## src/rtl/bus_write_arbiter.sv

```systemverilog
// Round-robin arbiter sharing one register-file write bus: IDLE -> XFER -> RECOV -> IDLE.
// Optional burst locking of the bus by one owner is enabled with `define ARB_LOCK_EN.
module bus_write_arbiter #(
   parameter int WIDTH    = 8,
   parameter int NREQ     = 4,
   parameter int NREG     = 8,
   parameter int SEL_W    = 3,
   parameter int MAX_LOCK = 4
) (
   input  logic                    Clk,
   input  logic                    RST_n,
   input  logic [NREQ-1:0]         req,
   input  logic [NREQ*WIDTH-1:0]   req_data,
   input  logic [NREQ*SEL_W-1:0]   req_sel,
   input  logic [NREQ-1:0]         req_lock,
   output logic [NREQ-1:0]         grant,
   output logic [NREQ-1:0]         ack,
   output logic [WIDTH-1:0]        BusOut,
   output logic [NREG-1:0]         WEN,
   output logic                    busy,
   output logic                    sel_err
);

   localparam int IW = (NREQ > 1) ? $clog2(NREQ) : 1;

   typedef enum logic [1:0] {IDLE, XFER, RECOV} state_t;

   state_t            state_q, state_d;
   logic [IW-1:0]     rr_q, rr_d;
   logic [IW-1:0]     owner_q, owner_d;
   logic [IW-1:0]     win_idx;
   logic [IW-1:0]     start_idx;
   logic              start;
   logic [NREQ-1:0]   grant_d;
   logic [WIDTH-1:0]  bus_d;
   logic [NREG-1:0]   wen_d;
   logic              err_d;
   logic [SEL_W-1:0]  pick_sel;

   logic [WIDTH-1:0]  data_arr [NREQ];
   logic [SEL_W-1:0]  sel_arr  [NREQ];

`ifdef ARB_LOCK_EN
   localparam int BW = $clog2(MAX_LOCK + 1);
   logic [BW-1:0]     beats_q, beats_d;
`else
   localparam int unused_max_lock = MAX_LOCK;
   logic              unused_lock;
   assign unused_lock = ^req_lock;
`endif

   always_comb begin
      for (int i = 0; i < NREQ; i++) begin
         data_arr[i] = req_data[i*WIDTH +: WIDTH];
         sel_arr[i]  = req_sel[i*SEL_W +: SEL_W];
      end
   end

   // First requester at or after rr_ptr, wrapping modulo NREQ.
   always_comb begin : rr_search
      logic          found;
      logic [IW-1:0] cand;
      found   = 1'b0;
      cand    = rr_q;
      win_idx = rr_q;
      for (int k = 0; k < NREQ; k++) begin
         cand = IW'((int'(rr_q) + k) % NREQ);
         if (!found && req[cand]) begin
            found   = 1'b1;
            win_idx = cand;
         end
      end
   end

   // NOTE: every signal written here gets a default first so no latch is inferred.
   always_comb begin
      state_d   = state_q;
      rr_d      = rr_q;
      owner_d   = owner_q;
      start     = 1'b0;
      start_idx = owner_q;
      grant_d   = '0;
      wen_d     = '0;
      bus_d     = BusOut;
      err_d     = sel_err;
`ifdef ARB_LOCK_EN
      beats_d   = beats_q;
`endif
      case (state_q)
         IDLE: begin
            if (|req) begin
               start     = 1'b1;
               start_idx = win_idx;
`ifdef ARB_LOCK_EN
               beats_d   = BW'(1);
`endif
            end
         end
         XFER: begin
            state_d = RECOV;
            rr_d    = (int'(owner_q) == NREQ - 1) ? '0 : owner_q + IW'(1);
         end
         RECOV: begin
            state_d = IDLE;
`ifdef ARB_LOCK_EN
            if (req[owner_q] && req_lock[owner_q] && (beats_q < BW'(MAX_LOCK))) begin
               start     = 1'b1;
               start_idx = owner_q;
               beats_d   = beats_q + BW'(1);
            end
`endif
         end
         default: state_d = IDLE;
      endcase

      pick_sel = sel_arr[start_idx];
      if (start) begin
         state_d = XFER;
         owner_d = start_idx;
         grant_d = NREQ'(1) << start_idx;
         bus_d   = data_arr[start_idx];
         // Out-of-range destination: the beat still completes, but nothing is written.
         if (int'(pick_sel) < NREG) wen_d = NREG'(1) << pick_sel;
         else                       err_d = 1'b1;
      end
   end

   // NOTE: sequential state uses non-blocking assignments; reset is sampled on the clock edge.
   always_ff @(posedge Clk) begin
      if (!RST_n) begin
         state_q <= IDLE;
         rr_q    <= '0;
         owner_q <= '0;
         grant   <= '0;
         ack     <= '0;
         BusOut  <= '0;
         WEN     <= '0;
         busy    <= 1'b0;
         sel_err <= 1'b0;
`ifdef ARB_LOCK_EN
         beats_q <= '0;
`endif
      end else begin
         state_q <= state_d;
         rr_q    <= rr_d;
         owner_q <= owner_d;
         grant   <= grant_d;
         ack     <= grant_d;
         BusOut  <= bus_d;
         WEN     <= wen_d;
         busy    <= (state_d != IDLE);
         sel_err <= err_d;
`ifdef ARB_LOCK_EN
         beats_q <= beats_d;
`endif
      end
   end

endmodule

```

## config.mk

```make
export PLATFORM = sky130hd
export DESIGN_NAME = bus_write_arbiter
export DESIGN_NICKNAME = d
export VERILOG_FILES = /design/src/rtl/bus_write_arbiter.sv
export SDC_FILE = /design/constraint.sdc
export NUM_CORES = 1
export LEC_CHECK = 0
export CORE_UTILIZATION = 38
export CTS_CLUSTER_SIZE = 12
export DETAILED_ROUTE_END_ITERATION = 7
export GPL_ROUTABILITY_DRIVEN = 0
export PLACE_DENSITY_LB_ADDON = 0.12
export SLEW_MARGIN = 40
export SYNTH_ARGS = -nofsm -noshare
export SYNTH_HDL_FRONTEND = slang
export SYNTH_SLANG_ARGS = --single-unit
```

## constraint.sdc

```tcl
create_clock -name Clk -period 2.92 [get_ports Clk]
set_input_delay 0.292 -clock Clk [delete_from_list [all_inputs] [get_ports Clk]]
set_output_delay 0.292 -clock Clk [all_outputs]
set_load 0.03 [all_outputs]
```

# ---- Word level (Yosys, flattened, before mapping)
# Index checks and enable logic that the tools add are counted.
dict set report classes {
  bitwise_logic 1
  n_mux 27
  order_cmp 5
  n_reduce_logical 10
  n_eq_ne 2
  shift 2
  add_sub_neg 4
}
# cell n
set op_table {}
lappend op_table {{$bmux W8 S2} 1}
lappend op_table {{$mux W8} 2}
lappend op_table {{$mux W2} 7}
lappend op_table {{$lt A2 B3 Y1 const B} 4}
lappend op_table {{$mux W1} 9}
lappend op_table {{$bmux W1 S2} 4}
lappend op_table {{$shl A1 B3 Y8 const A} 1}
lappend op_table {{$bmux W3 S2} 1}
lappend op_table {{$mux W3} 2}
lappend op_table {{$add A2 B1 Y2 const B} 2}
lappend op_table {{$add A2 B2 Y2 const B} 2}
lappend op_table {{$eq A2 B1 Y1 const B} 2}
lappend op_table {{$pmux W2 S2} 1}
lappend op_table {{$reduce_or A4 Y1} 1}
lappend op_table {{$shl A1 B2 Y4 const A} 1}
lappend op_table {{$ge A3 B3 Y1 const B} 1}
lappend op_table {{$logic_and A1 B1 Y1} 3}
lappend op_table {{$logic_not A1 Y1} 3}
lappend op_table {{$not A2 Y3} 1}
lappend op_table {{$logic_not A2 Y1} 1}
lappend op_table {{$reduce_and A2 Y1} 1}
lappend op_table {{$reduce_bool A2 Y1} 1}
dict set report word_totals {
  ff_bits 27
  inputBits 54
}

# ---- Depth between registers and ports, before layout
# Gate-level depths: netlist of the first run.
dict set report depth {
  word_depth 19
  mapped_depth 7
  mapped_depth_nobuf 6
}

# ---- Worst setup path after synthesis of the first run
# OpenSTA, ideal clock, no wires.
dict set report synth_path {
  path_type {input -> register}
  startpoint {input port req[0]}
  endpoint {register WEN[5]}
  n_path_buf 0
  setup_time_ps 117
  path_slack_ps 721
  t_required_ps 2803
  path_stages 6
  t_arrival_ps 2081
  cell_sequence {or4_4 nand2_1 nand2_1 nand2_4 mux4_2 and4bb_2}
}
dict set report synth_between {
  elab_chain_cells 19
  elab_cells_between_ends 31
}
# element line_no
set synth_rtl {}
lappend synth_rtl {{start, declared} 12} ;# input logic [NREQ-1:0] req,
lappend synth_rtl {{$bmux W1 S2} 68} ;# if (!found && req[cand]) begin
lappend synth_rtl {{$mux W1 (implied by the code)} 68}
lappend synth_rtl {{$mux W1} 68}
lappend synth_rtl {{$logic_not A1 Y1} 68}
lappend synth_rtl {{$logic_and A1 B1 Y1} 68}
lappend synth_rtl {{$mux W1} 68}
lappend synth_rtl {{$logic_not A1 Y1} 68}
lappend synth_rtl {{$logic_and A1 B1 Y1} 68}
lappend synth_rtl {{[2 not listed]} --}
lappend synth_rtl {{$logic_and A1 B1 Y1} 68}
lappend synth_rtl {{$mux W2} 68}
lappend synth_rtl {{$mux W2} 91} ;# if (|req) begin
lappend synth_rtl {{$mux W2} 89} ;# case (state_q)
lappend synth_rtl {{$not A2 Y3 (implied by the code)} 116} ;# pick_sel = sel_arr[start_idx];
lappend synth_rtl {{$bmux W3 S2} 116}
lappend synth_rtl {{$mux W3 (implied by the code) (2 in a row)} 116}
lappend synth_rtl {{$shl A1 B3 Y8} 123} ;# if (int'(pick_sel) < NREG) wen_d = NREG'(1) << pick_sel;
lappend synth_rtl {{end signal, assigned} 150} ;# WEN <= wen_d;
lappend synth_rtl {{end, declared} 19} ;# output logic [NREG-1:0] WEN,
# Parallel ways exist; a longest one is shown, timed or not. The select of a mux whose other input is x is not followed.
# A chain may end at the register's enable or synchronous reset.

# ---- Worst setup path in the final report of the first run
dict set report layout_path {
  startpoint {input port req[0]}
  endpoint {register WEN[3]}
}
# The elaborated chain is that of the path after synthesis.

==> metrics, run 1 <==
Worst R2R End=WEN[3]; Final Hold Viols=0; PostCTS Resize Cnt=0; Die Ht=62.84 µm; synthesized cell area=1406 µm²; critical path type=input pin to register; total power=1.067 mW; final antenna diode count=0; unrepaired setup endpoints after global routing=false; PnR worst setup slack=0.3026 ns; DR pass1 iterations=6; H-Tree Depth=1; Iteration-0 DRC Markers=54; Fmax achieved=382.1 MHz; global-route wire length before repair=6051 µm; worst skew pair latency=0.26 ns; Hold Path Class=register to register; post-DP HPWL=2924 µm; P&R area growth vs syn=59.61%; Netlist cell types=36; wire length on met3=132 µm; CP arrival=2.80 ns; most common flop cell mapped by yosys=dfxtp_1; CTS tree=yes; Startpoint Class=input pin; setup violators final=0; die width=62.84 µm; status=complete, no violations; initial antenna violation count=0; number of remaining DRC errors=0; most frequent cells in the layout=clkdlybuf4s50_1 (74), dfxtp_1 (27), nand3_1 (17), mux2i_1 (16), o21ai_0 (9); Num CTS Buffers=3; Nets=279; Slew @ Worst Pin=0.6523 ns; power per standard cell area=475.2 nW/µm²; Synth Instances=148; core area=3442 µm²; total negative setup slack=0 ns; syn_area_per_cell=9.502 µm²; maximum vdd drop=265.2 µV; routed metal-1 wire length=1584 µm; final core occ=65.21%; worst-path fanout max=8; largest net degree at the start of global routing=15; met2 wire length=2009 µm; share of cells above drive strength 1=12.11%; via count=1397; Worst Hold Depth=2; Synth Warn #=0; Hold Path Sink=BusOut[5]; DRT Wirelength=3769 µm; Global Route Usage Sum=18.99%; hold_ws=0.5099 ns; post-synthesis sequential area ratio=38.43%; worst flop-to-flop path startpoint=rr_q[1]; Worst Skew=0.001822 ns; post-detailed-route wirelength per cell=14.01 µm; leakage=0.8510 nW; min-delay src=BusOut[5]; Hold Buf Count CTS=0; Syn Nets=203; final worst path period share=89.64%; max_cap viols=0; Rows=21; synthesis-stage register bit count=27; Critical Path End Type=register; # IOs=80; die area=3948 µm²; Place WS=0.1006 ns; Overflow after GRT=0; vias in the first global route=1354; initial core utilization=40.86%; root buf cell=clkbuf_8; Tmin final=2.617 ns; Post-synth EDFFs=0; commonest non-fill, non-tap cell in the layout=clkdlybuf4s50_1; normalized max-slew margin=55.27%; clock transition at the registers of the reported paths=0.09 ns; vias per inst=5.193; asr flop ratio synth=0%; Sink Count=27; Final ANT Viol Nets=0; # port buffers=74; CP required=3.10 ns; R2R setup slack=0.55 ns; Clock Tree Buf Depth=2; r2r worst-path depth=6; Slew Viols, Final=0; DR top layer=met4; Post-CTS Repair Setup Buffers=0
## sequential cells by signal, indices dropped and copies added, names as in the netlist
name,flops
BusOut,8
WEN,8
ack,4
owner_q,2
rr_q,2
state_q,2
busy,1
## report_power, final
part	internal [mW]	leakage [nW]	switching, mW
logic	0.213	0.607	0.219
registers	0.407	0.221	0.0211
clock network	0.0975	0.0228	0.109
total	0.718	0.851	0.349
## critical path, stage by stage
cell and delay, ns:
clkdlybuf4s50_1 0.49, or4_4 0.59, and2_4 0.20, a31oi_4 0.23, mux2i_1 0.13, mux2i_1 0.54, nor4bb_1 0.33
## worst max-delay path by stage
| stage | from | endpoint | slack [ns] | depth (start not counted) |
|---|---|---|---|---|
| 2_1_floorplan | req[0] | WEN[5] | 0.72 | 6 |
| 3_3_place_gp | req[0] | WEN[3] | 0.25 | 7 |
| 3_5_place_dp | req[0] | WEN[2] | 0.10 | 7 |
| 4_1_cts | req[0] | WEN[3] | 0.32 | 7 |
| 5_1_grt | req[0] | WEN[3] | 0.18 | 7 |
| 6_report | req[0] | WEN[3] | 0.30 | 7 |
## layout make-up
cell class	instances	area, µm²
inverter	3	11.26
timing repair buffer	81	793.3
multi-input combinational	108	797.0
clock buffer	4	45.04
tap	46	57.56
sequential	27	540.5
fill	300	1197
## cell families (layout without fill, tap and decap cells)
group,count (synthesis),in the layout,synth area share [%]
buffers and inverters,13,88,4.893
and+or+nand+nor,53,53,22.69
adders and majority gates,1,1,0.8895
AOI/OAI and AO/OA,36,36,19.84
DFF,27,27,38.43
other,1,1,0.2666
muxes,17,17,12.99
## synthesized netlist by cell type (3+ instances only)
cell,number,area (µm²)
nor4b_1,3,26.28
dfxtp_1,27,540.5
a21oi_1,4,20.02
nor2b_1,5,31.28
mux2i_1,16,160.2
and2_1,4,25.02
o21ai_0,9,45.04
buf_4,5,37.54
o211ai_1,8,60.06
nand2_1,6,22.52
nor2_1,6,22.52
clkbuf_1,4,15.01
nand3_1,17,85.08
a21bo_2,8,80.08
inv_1,3,11.26
## through the flow
stage               instances  area [µm²]
global placement          265        2200
detailed placement        265        2200
CTS                       269        2245
floorplan                 148        1406
finish                    269        2245
global route              269        2245
## routing by layer
metal | GRT usage (%) | up-vias
met1 | 22.28 | 670
li1 | - | 686
met2 | 35.33 | 35
met5 | 0 | -
met4 | 5.814 | 0
met3 | 2.372 | 6
(Power assumes the default switching activity.)
==> run 2, diff against run 1 <==
Settings changed: CORE_UTILIZATION 38 to 25.
==> run 2 against run 1 <==
Sequential power is essentially flat. Sequential share of layout area shrank 0.25 points. Clock power grew 3%. Combinational power is essentially flat. Via count grew 0.57%. Flip-flop and latch count is the same. Power grew 0.63%. First-iteration DRC count grew 15%. Utilization shrank 22 points. Non-clock buffer count shrank 1. Maximum frequency grew 3.4%. Critical path depth is the same. Critical endpoint is now WEN[2]. Largest cell class unchanged.
==> metrics, run 2 (same netlist as run 1, synthesis figures left out) <==
status=complete, no violations; Hold Path Sink=BusOut[0]; CTS tree=yes; P&R area growth vs syn=61.30%; Top Registers=BusOut: 8 flops, WEN: 8 flops, ack: 4 flops; # IOs=80; Iteration-0 DRC Markers=62; max_cap viols=0; Place WS=0.09037 ns; Cell Chain, Critical Path=clkdlybuf4s50_1 > or4_4 > and2_4 > a31oi_4 > mux2i_1 > mux2i_1 > nor4b_1; core area=5270 µm²; via count=1405; Tmin final=2.531 ns; maximum vdd drop=179.5 µV; Slew Viols, Final=0; vias in the first global route=1346; final antenna diode count=0; setup violators final=0; critical path type=input pin to register; Worst Skew=0.002941 ns; final core occ=43.04%; CP most frequent cell=mux2i_1; number of remaining DRC errors=0; fin area=2268 µm²; share of cells above drive strength 1=12.16%; Clock Tree Buf Depth=2; Hold Path Class=register to register; Rows=26; clock transition at the registers of the reported paths=0.09 ns; power per standard cell area=473.1 nW/µm²; worst flop-to-flop path startpoint=rr_q[1]; CP arrival=2.71 ns; largest net degree at the start of global routing=16; leakage=0.8492 nW; vias per inst=4.812; commonest non-fill, non-tap cell in the layout=clkdlybuf4s50_1; DR pass1 iterations=4; global-route wire length before repair=6596 µm; Num CTS Buffers=3; PnR worst setup slack=0.3887 ns; Post-CTS Repair Setup Buffers=0; Startpoint Class=input pin; die area=5929 µm²; die width=77 µm; min-delay src=BusOut[0]; post-DP HPWL=3230 µm; max incr delay on CP=0.58 ns; post-detailed-route wirelength per cell=14.30 µm; Sink Count=27; Slew @ Worst Pin=0.6370 ns; unrepaired setup endpoints after global routing=false; r2r worst-path depth=6; worst-path fanout max=8; normalized max-slew margin=57.53%; PostCTS Resize Cnt=0; DRT Wirelength=4177 µm; CP required=3.09 ns; initial antenna violation count=0; Final ANT Viol Nets=0; H-Tree Depth=1; total negative setup slack=0 ns; Slowest cell on crit path=or4_4; Fmax achieved=395.1 MHz; final worst path period share=86.69%; root buf cell=clkbuf_8; most frequent cells in the layout=clkdlybuf4s50_1 (74), dfxtp_1 (27), nand3_1 (17), mux2i_1 (16), o21ai_0 (9); initial core utilization=26.69%; Die Ht=77 µm; Critical Path End Type=register; Worst Hold Depth=2; worst skew pair latency=0.27 ns; Final Hold Viols=0; Hold Buf Count CTS=0; total power=1.073 mW; R2R setup slack=0.62 ns; Overflow after GRT=0; Global Route Usage Sum=14.08%; Worst R2R End=WEN[2]; Nets=278; # port buffers=74; placed instance area=2222 µm²
run 2: cell types whose count changed in the layout (fill, tap and decap cells not counted), sizes merged:
| cell | delta |
|---|---|
| buf | -1 |
| clkinv | +1 |
| clkbuf | -1 |
run 2: stage by stage:
step | hold slack [ns] | cells
floorplan | 0.4280 | 148
finish | 0.5097 | 292
detailed placement | 0.4921 | 288
CTS | 0.5112 | 292
global route | 0.5306 | 292
global placement | 0.4892 | 288
run 2: how the worst max path moves through the flow:
stage / slack (ns) / depth (start not counted) / end / startpoint
finish: 0.39 / 7 / WEN[2] / req[0]
global route: 0.22 / 7 / WEN[3] / req[0]
CTS: 0.37 / 7 / WEN[2] / req[0]
detailed placement: 0.09 / 7 / WEN[2] / req[0]
global placement: 0.22 / 7 / WEN[3] / req[0]
floorplan: 0.72 / 6 / WEN[5] / req[0]
run 2: area by class of cell:
type	instances	area, µm²
inverter	3	11.26
clock buffer	3	41.29
multi-input combinational	108	797.0
sequential	27	540.5
fill	526	3002
clock inverter	1	5.005
tap	70	87.58
timing repair buffer	80	785.8
run 2: metal layers:
layer  up-vias  track usage, %  routed length, µm  share of wire, %
li1        687               -                  -                 -
met1       656           17.72               1744                42
met2        51           24.02               2148                51
met3        11           2.500                211               5.1
met4         0           4.906                 72               1.7
met5         -               0                  0                 0
run 2: report_power, final:
group / total (mW) / switching [mW] / internal, mW
clock network: 0.213 / 0.118 / 0.0957
registers: 0.429 / 0.0217 / 0.407
logic: 0.431 / 0.220 / 0.211
run 2: critical path, delay by kind of cell:
| family | cells | cell delay (ns) |
|---|---|---|
| simple gates | 3 | 1.09 |
| mux | 2 | 0.61 |
| buf+inv | 1 | 0.49 |
| compound gates | 1 | 0.23 |
==> run 3, diff against run 2 <==
Settings changed: CORE_MARGIN from default to 5.
==> run 3 against run 2 <==
Critical path depth stayed put. Critical path type unchanged. Clock skew barely moved. Combinational power is 2% higher. Register-to-register slack improved by 0.04 ns. Count of clock-buffer cells in the layout is the same. Sequential share of layout area decreased by 0.18 points. Non-clock buffer count increased by 2. Critical endpoint is now WEN[5]. Die area rose by 22%. Clock power barely moved. Final cell count up 1.4%.
==> metrics, run 3 (same netlist as run 1, synthesis figures left out) <==
power per standard cell area=470.8 nW/µm²; Tmin final=2.503 ns; final antenna diode count=0; Clock Tree Buf Depth=2; Startpoint Class=input pin; PostCTS Resize Cnt=0; core area=5473 µm²; Top Registers=BusOut: 8 flops, WEN: 8 flops, ack: 4 flops; die area=7225 µm²; most frequent cells in the layout=clkdlybuf4s50_1 (74), dfxtp_1 (27), nand3_1 (17), mux2i_1 (16), o21ai_0 (9); R2R setup slack=0.66 ns; leakage=0.8586 nW; Slew @ Worst Pin=0.6864 ns; Worst Skew=0.003142 ns; # fillers=585; Overflow after GRT=0; Die Ht=85 µm; # IOs=80; r2r worst-path depth=6; PnR worst setup slack=0.4172 ns; status=complete, no violations; Worst setup endpoint=WEN[5]; Worst R2R End=WEN[5]; Rows=27; worst skew pair latency=0.27 ns; Critical Path End Type=register; Cell Chain, Critical Path=clkdlybuf4s50_1 > or4_4 > and2_4 > a31oi_4 > mux2i_1 > mux2i_1 > and4bb_2; via count=1324; Slew Viols, Final=0; family with the most delay on the worst path=simple AND/OR/NAND/NOR gates; Slowest cell on crit path=or4_4; Global Route Usage Sum=11.64%; Fmax achieved=399.6 MHz; Hold Buf Count CTS=0; max_cap viols=0; Final Hold Viols=0; setup violators final=0; worst flop-to-flop path startpoint=rr_q[1]; commonest non-fill, non-tap cell in the layout=clkdlybuf4s50_1; initial core utilization=25.70%; root buf cell=clkbuf_8; DR pass1 iterations=4; # port buffers=74; Nets=280; normalized max-slew margin=54.24%; share of cells above drive strength 1=12.95%; maximum vdd drop=220.2 µV; worst-path fanout max=8; CP Buf/Inv Count=1; vias per inst=4.473; H-Tree Depth=1; Iteration-0 DRC Markers=51; post-DP HPWL=3307 µm; Final ANT Viol Nets=0; CP startpoint=req[0]; largest net degree at the start of global routing=16; vias in the first global route=1398; CP required=3.09 ns; max incr delay on CP=0.58 ns; initial antenna violation count=0; Hold Path Class=register to register; CP most frequent cell=mux2i_1; DRT Wirelength=4260 µm; Crit. path cell count=7; global-route wire length before repair=6844 µm; P&R area growth vs syn=62.54%; critical path type=input pin to register; Num CTS Buffers=3; CP arrival=2.67 ns; Sink Count=27; Post-CTS Repair Setup Buffers=0; post-detailed-route wirelength per cell=14.39 µm; die width=85 µm; unrepaired setup endpoints after global routing=false; final worst path period share=85.71%; Place WS=0.1502 ns; number of remaining DRC errors=0; total negative setup slack=0 ns; clock transition at the registers of the reported paths=0.09 ns; CTS tree=yes
[run 3: worst register-to-register path: cells and delay by family, from the launching register on]
| family | cells | cell delay (ns) |
|---|---|---|
| DFF | 1 | 0.38 |
| AOI/OAI and AO/OA | 2 | 0.49 |
| and+or+nand+nor | 2 | 0.69 |
| muxes | 2 | 0.62 |
[run 3: power breakdown]
part           leakage [nW]  switching [mW]  internal, mW
registers             0.221          0.0202         0.407
clock network        0.0255           0.115        0.0955
logic                 0.612           0.221         0.216
[run 3: stage by stage]
step	total power [mW]	cells	area [µm²]	hold WS [ns]	utilization, %
floorplan	0.6843	148	1406	0.4280	-
global placement	0.8772	292	2240	0.4853	40.92
detailed placement	0.8778	292	2240	0.4917	40.92
CTS	1.091	296	2286	0.5029	41.77
global route	1.147	296	2286	0.5354	41.77
finish	1.076	296	2286	0.4973	41.77
[run 3: worst min-delay path by stage]
stage                   start          to  slack [ns]  cells after the start
floorplan               RST_n  state_q[1]        0.43                      1
global placement    BusOut[3]   BusOut[3]        0.49                      2
detailed placement  BusOut[7]   BusOut[7]        0.49                      2
CTS                 BusOut[7]   BusOut[7]        0.50                      2
global route        BusOut[6]   BusOut[6]        0.54                      2
finish              BusOut[7]   BusOut[7]        0.50                      2
[run 3: layout make-up]
cell class                 count  area [µm²]  share of cell area (%)
tap                           72       90.09                   3.941
sequential                    27       540.5                   23.65
timing repair buffer          82       800.8                   35.03
clock buffer                   3       41.29                   1.806
multi-input combinational    108       797.0                   34.87
inverter                       3       11.26                  0.4926
clock inverter                 1       5.005                  0.2189
[run 3: metal layers]
metal	global-route usage, %	up-vias	wire length, µm
met3	3.301	2	258
met4	2.590	0	25
met2	19.49	32	1993
met5	0	-	0
li1	-	691	-
met1	14.81	599	1983
